## config.mk

```make
export PLATFORM = sky130hd
export DESIGN_NAME = rtlola_queue_scheduler
export DESIGN_NICKNAME = d
export VERILOG_FILES = /design/src/rtl/rtlola_queue_scheduler.sv
export SDC_FILE = /design/constraint.sdc
export NUM_CORES = 1
export LEC_CHECK = 0
export BUFFER_PORTS_ARGS = -buffer_cell sky130_fd_sc_hd__buf_2
export CAP_MARGIN = 15
export CORE_AREA = 2 2 155 157
export DETAILED_ROUTE_END_ITERATION = 8
export DIE_AREA = 0 0 157 159
export PLACE_DENSITY = 0.59
export SYNTH_ARGS = -nofsm -noshare
export SYNTH_HDL_FRONTEND = slang
export SYNTH_SLANG_ARGS = --single-unit
```

## constraint.sdc

```tcl
create_clock -name clk -period 2.6 [get_ports clk]
set_input_delay 0.39 -clock clk [delete_from_list [all_inputs] [get_ports clk]]
set_output_delay 0.39 -clock clk [all_outputs]
set_load 0.02 [all_outputs]
```

## src/rtl/rtlola_queue_scheduler.sv

```systemverilog
// rtlola_queue_scheduler: sequences push/pop commands to an RTLola time-tracking
// queue. Event writes and periodic evaluation pops are arbitrated so that only
// one single-cycle command is outstanding; acks are awaited with a timeout.
// Optional build macro SCHED_DROP_COUNT_EN adds drop_cnt (events refused while full).
module rtlola_queue_scheduler #(
  parameter  int DATA_W      = 64,
  parameter  int DEPTH       = 4,
  parameter  int PERIOD      = 8,
  parameter  int ACK_TIMEOUT = 4,
  localparam int OCC_W       = $clog2(DEPTH + 1)
) (
  input  logic                     clk,
  input  logic                     rst,
  input  logic                     en,
  input  logic                     ev_valid,
  output logic                     ev_ready,
  input  logic signed [DATA_W-1:0] ev_data,
  output logic                     q_push,
  output logic                     q_pop,
  output logic signed [DATA_W-1:0] q_data,
  input  logic                     q_push_valid,
  input  logic                     q_pop_valid,
  input  logic signed [DATA_W-1:0] q_out,
  input  logic signed [DATA_W-1:0] q_waited,
  output logic                     res_valid,
  output logic signed [DATA_W-1:0] res_data,
  output logic signed [DATA_W-1:0] res_waited,
  output logic [OCC_W-1:0]         occupancy,
  output logic                     missed_tick,
  output logic                     ack_err
`ifdef SCHED_DROP_COUNT_EN
  ,
  output logic [15:0]              drop_cnt
`endif
);
  localparam int CNT_W = (PERIOD > 1) ? $clog2(PERIOD) : 1;
  localparam int TMR_W = $clog2(ACK_TIMEOUT + 1);

  typedef enum logic [2:0] {IDLE, PUSH_ISSUE, PUSH_WAIT, POP_ISSUE, POP_WAIT} state_t;

  state_t             state, state_nx;
  logic [CNT_W-1:0]   cnt;
  logic [TMR_W-1:0]   tmr;
  logic               pop_pend;
  logic               res_vld_r;
  logic               tick, push_ack, pop_ack, waiting, expired, accept;

  assign tick     = (cnt == CNT_W'(PERIOD - 1));
  // an ack during the issue cycle itself counts
  assign push_ack = ((state == PUSH_ISSUE) || (state == PUSH_WAIT)) && q_push_valid;
  assign pop_ack  = ((state == POP_ISSUE)  || (state == POP_WAIT))  && q_pop_valid;
  assign waiting  = (state == PUSH_WAIT) || (state == POP_WAIT);
  assign expired  = waiting && (tmr == TMR_W'(ACK_TIMEOUT - 1)) && !(push_ack || pop_ack);
  assign accept   = ev_valid && ev_ready;

  // state register; en low freezes the sequencer
  always_ff @(posedge clk or negedge rst) begin
    if (!rst)    state <= IDLE;
    else if (en) state <= state_nx;
  end

  // next state: a pending pop outranks a waiting event
  always_comb begin
    state_nx = state;
    case (state)
      IDLE: begin
        if (pop_pend) begin
          if (occupancy != '0) state_nx = POP_ISSUE;
        end else if (accept) begin
          state_nx = PUSH_ISSUE;
        end
      end
      PUSH_ISSUE: state_nx = push_ack ? IDLE : PUSH_WAIT;
      PUSH_WAIT:  if (push_ack || expired) state_nx = IDLE;
      POP_ISSUE:  state_nx = pop_ack ? IDLE : POP_WAIT;
      POP_WAIT:   if (pop_ack || expired) state_nx = IDLE;
      default:    state_nx = IDLE;
    endcase
  end

  // outputs: registered-state decode, all gated by en (ev_ready also by reset)
  always_comb begin
    ev_ready    = rst && en && (state == IDLE) && !pop_pend && (occupancy < OCC_W'(DEPTH));
    q_push      = en && (state == PUSH_ISSUE);
    q_pop       = en && (state == POP_ISSUE);
    missed_tick = en && (state == IDLE) && pop_pend && (occupancy == '0);
    ack_err     = en && expired;
    res_valid   = en && res_vld_r;
  end

  // tick counter, pending pop, ack timer, occupancy and data registers
  always_ff @(posedge clk or negedge rst) begin
    if (!rst) begin
      cnt        <= '0;
      pop_pend   <= 1'b0;
      tmr        <= '0;
      occupancy  <= '0;
      q_data     <= '0;
      res_vld_r  <= 1'b0;
      res_data   <= '0;
      res_waited <= '0;
    end else if (en) begin
      cnt       <= tick ? '0 : cnt + 1'b1;
      // IDLE always consumes the pending pop; a fresh tick re-arms it
      pop_pend  <= tick || (pop_pend && (state != IDLE));
      tmr       <= (waiting && (state_nx == state)) ? tmr + 1'b1 : '0;
      res_vld_r <= pop_ack;
      if (state == IDLE && !pop_pend && accept) q_data <= ev_data;
      if (pop_ack) begin
        res_data   <= q_out;
        res_waited <= q_waited;
      end
      // saturate both ways in case the queue acks unexpectedly
      if (push_ack && occupancy != OCC_W'(DEPTH)) occupancy <= occupancy + 1'b1;
      else if (pop_ack && occupancy != '0)         occupancy <= occupancy - 1'b1;
    end
  end

`ifdef SCHED_DROP_COUNT_EN
  // count enabled cycles where an offered event is refused because the queue is full
  always_ff @(posedge clk or negedge rst) begin
    if (!rst) drop_cnt <= '0;
    else if (en && ev_valid && !ev_ready && occupancy == OCC_W'(DEPTH) && drop_cnt != 16'hFFFF)
      drop_cnt <= drop_cnt + 16'd1;
  end
`endif
endmodule

```

After elaboration in Yosys (flattened, before gate mapping):

Cells that the tools add are included.

* add/sub/neg operators: 4
* $mul: 0
* divide/modulo/power cells: 0
* magnitude comparators: 1
* equal/unequal tests: 8
* shifts and indexed selects: 0
* multiplexer cells: 12
* bitwise logic cells: 0
* reductions and logical operators: 39

Operators with widths (count)
* two-way mux 3 bit: 10
* logical AND 1 bit: 22
* one-hot mux 3 bit (5 select lines): 1
* adder 3 x 1 -> 3 bit (second input constant): 3
* equality test 3 x 2 -> 1 bit (second input constant): 3
* logical OR 1 bit: 7
* equality test 3 bit (second input constant): 2
* zero test 3 bit: 2
* AND reduction 2 bit: 3
* nonzero test 3 bit: 2
* equality test 3 x 1 -> 1 bit (second input constant): 1
* equality test 3 bit: 1
* < comparator 3 bit (second input constant): 1
* inequality test 3 bit (second input constant): 1
* subtractor 3 x 1 -> 3 bit (second input constant): 1
* zero test 1 bit: 2
* two-way mux 2 bit: 1
* nonzero test 2 bit: 1

* register bits after elaboration: 206
* bits in latches: 0
* memory bits (writable): 0
* memory bits (read-only): 0
* output and inout bits: 201
* word-level logic and storage cells: 73
* memories: 0

Longest topological paths before layout:

* word-level depth: 12
* depth in mapped cells: 7
* depth with buffers taken out: 7

Least setup slack after synthesis:

Ideal clock, no wire load.

* kind: reg-to-output
* start point: reg state[2]
* end point: out ev_ready
* arrival: 1.662 ns
* setup slack: 0.548 ns
* cell stages (with the launch flop): 4
* buffers on the path: 1
* cell sequence: dfrtp_1 > buf_2 > or3_1 > nor4b_1

* cells in the longest elaborated chain, start to end: 4

Ends and longest elaborated chain
* start, declared: line 41 `state_t state, state_nx;`
* start signal, assigned: line 59 `else if (en) state <= state_nx;`
* zero test 3 bit: line 83 `ev_ready = rst && en && (state == IDLE) && !pop_pend && (occupancy < OCC_W'(DEPTH));`
* logical AND 1 bit (3 in a row): line 83
* end, declared: line 16 `output logic ev_ready,`

No other way between the ends.

Worst setup path after layout:

* start point: reg state[1]
* end point: out ev_ready

The elaborated chain is that of the path after synthesis.

==> impl_metrics.csv <==
group,metric,value,unit
outcome,status,"finished, final reports clean",
sta,fin_skew,0.0171,ns
synth,synth_compound_gate_area_share,2.32,%
die,die_h,159,µm
routing,wl,20100,µm
clocking,cts_hold_buffers,0,
clocking,cts_root_buf,"clkbuf_16",
setup_path,cp_cell_sequence,"nand2b_1 -> or3_1 -> nor4b_1 -> buf_2",
die,core.rowCount,56,
die,initial_core_util,34.7,%
placed_design,globalplace.congestion,0.757,
sta,min_period,2.43,ns
sta,setup_viol,0,
sta,finalSetupTns,0,ns
setup_path,cpPeakStageDelay,0.48,ns
placed_design,port_buffers,398,
sta,rsz0062_at_grt,"false",
routing,remaining_drc_errors,0,
setup_path,arrival,2.04,ns
grt,antenna_found_initial,1,
grt,grt_usage,15.7,%
placed_design,hpwlAfterDp,14600,µm
synth,synth-simple-area-share,2.58,%
synth,seq_area_frac_synth,64.1,%
die,dieArea,25000,µm²
clocking,post_cts_buffers,0,
layout,syn_to_final_growth,39.0,%
routing,drt_iter0_drc,253,
power,power-per-cell-area,1300,nW/µm²
synth,synth.distinct_cells,37,
routing,final_antenna_net_count,0,
sta,clock.fmax,411,MHz
clocking,cts_resized,0,
power,ir_drop,0.599,mV
routing,wire_per_inst,16.2,µm
synth,synth-xor-area-share,0.218,%
clocking,htreeDepth,1,
sta,finalCritPeriodShare,93.6,%
routing,via_per_inst,4.50,
setup_path,critical_path.top_delay_family,"simple AND/OR/NAND/NOR gates",
setup_path,slowest_stage,"dfrtp_2",
layout,final_layout_size_suffix_gt1_share,69.7,%
synth,synth-seq-cells,206,
synth,yosysWarnings,0,
setup_path,path_buf_inv,1,
die,coreArea,23200,µm²
sta,relSlewSlack,46.8,%
grt,grt_max_degree,147,
routing,drt_first_pass_iters,4,
synth,synth_top_family_by_area,"multiplexers",
power,p_leak,5.78,nW
synth,synthCells,501,
flow_run,maxCapViolations,0,
setup_path,critPathLaunchType,"register",
grt,overflow,0,
power,p_total,0.0145,W
setup_path,end_kind,"output port",
sta,slew_viol_final,0,
synth,synth.avg_cell_area,16.0,µm²
synth,muxShareOfSynthArea,27.3,%
synth,synth_fa_ha_area_share,0.872,%
grt,first_global_vias,5930,
clocking,cts.path.max_buffers,3,
die,ios,399,
layout,nets,1110,
clocking,clkTransAtPathRegs,0.06,ns
grt,grt_pass1_wl,31600,µm
sta,tightest_slew,0.798,ns
clocking,clock_sinks,206,
clocking,numCtsBuffers,24,
synth,synth_fp_nets,704,
setup_path,cp_max_fo,11,
die,die_w,157,µm
setup_path,crit_type,"reg2out",
synth,syn_area,8040,µm²
setup_path,crit_required,2.21,ns
routing,via_count,5592,
sta,finalHoldViolCount,0,
clocking,tritoncts,"built",
hold_path,hold_path.class,"in2async",
clocking,clk_latency,0.51,ns
synthesized netlist by cell type:
library cell,instances,area share (%)
a211oi_1,1,0.093
a211oi_2,1,0.16
a21o_1,3,0.28
a21oi_1,6,0.37
a21oi_4,1,0.20
a221oi_1,1,0.11
a22o_1,1,0.11
a22oi_1,1,0.093
a31oi_1,1,0.078
and2_1,1,0.078
buf_2,9,0.56
buf_4,6,0.56
buf_6,8,1.1
clkbuf_1,3,0.14
dfrtp_1,206,64
fa_1,1,0.25
ha_1,4,0.62
inv_1,4,0.19
mux2_2,195,27
nand2_1,7,0.33
nand2b_1,6,0.47
nand3_1,1,0.062
nand3b_1,2,0.19
nor2_1,6,0.28
nor3_1,5,0.31
nor3b_1,2,0.19
nor4_1,1,0.078
nor4b_1,1,0.11
nor4bb_1,1,0.12
o21ai_0,3,0.19
o22ai_1,3,0.23
o2bb2ai_1,2,0.22
o31ai_1,2,0.19
or3_1,3,0.23
or3b_4,1,0.14
xnor2_1,1,0.11
xor2_1,1,0.11
placed cells by master (no fill, tap or decap), types with 2 or more instances in the layout:
master and instances:
nor3_1 4, o22ai_1 3, o21ai_0 3, inv_1 4, nand3b_1 2, nor3b_1 2
o31ai_1 2, nor2_1 6, a21oi_1 6, clkinv_2 2, o2bb2ai_1 2, buf_2 397
mux2_2 195, buf_4 2, a21o_1 3, buf_12 6, clkbuf_1 6, ha_1 4
nand2_1 7, clkbuf_16 25, dfrtp_1 205, clkbuf_8 8, nand2b_1 5, or3_1 3
layer usage:
| metal | wire length [µm] | GRT usage, % |
|---|---|---|
| met4 | 469 | 4.59 |
| met1 | 7760 | 18.2 |
| met2 | 9990 | 27.4 |
| met3 | 1890 | 5.20 |
| met5 | 0 | 0 |
registers in the layout (all words and copies together) (netlist names):
| signal | cells |
|---|---|
| res_data | 64 |
| pop_pend | 1 |
| q_data | 64 |
| tmr | 3 |
| res_vld_r | 1 |
| res_waited | 64 |
| occupancy | 3 |
| cnt | 3 |
| state | 3 |
final timing paths:
kind                             from      endpoint  slack (ns)  depth (start not counted)
max                          state[1]      ev_ready        0.17                          4
min                               rst  res_data[57]        0.03                          2
max reg2reg                  state[2]  res_data[25]        0.45                          4
min reg2reg                q_data[26]    q_data[26]        0.50                          1
max in group asynchronous         rst    q_data[59]        1.96                          2
min in group clk            q_out[40]  res_data[40]        0.10                          2
through the flow:
step	utilization [%]	hold WS [ns]	setup slack (ns)	instances	area, µm²
6_report	48.2	0.0345	0.165	1244	11200
5_1_grt	48.2	0.0770	0.00713	1244	11200
4_1_cts	48.1	0.0791	0.00721	1243	11200
3_5_place_dp	44.8	0.485	0.415	1200	10400
3_3_place_gp	44.8	0.462	0.453	1200	10400
2_1_floorplan	-	0.0944	0.548	501	8040
power by group:
part	internal [W]	switching [W]	leakage, nW	total [W]
clock	0.00196	0.00131	0.384	0.00328
sequential	0.00472	0.000746	2.60	0.00547
combinational	0.00242	0.00333	2.80	0.00574
total	0.00910	0.00539	5.78	0.0145
layout make-up:
| class | count | area, µm² |
|---|---|---|
| clock buffers | 38 | 744 |
| multi-input cells | 265 | 2690 |
| clock inverters | 5 | 37.5 |
| diodes | 1 | 2.50 |
| inverters | 4 | 15.0 |
| fillers | 2151 | 12000 |
| flip-flops and latches | 206 | 5160 |
| well taps | 319 | 399 |
| repair buffers | 406 | 2140 |
cell families after synthesis:
logic type / after synthesis
xor+xnor: 2
compound gates: 26
mux: 195
fa+ha+maj: 5
flops: 206
simple gates: 37
buf+inv: 30
(Power assumes the default switching activity.)
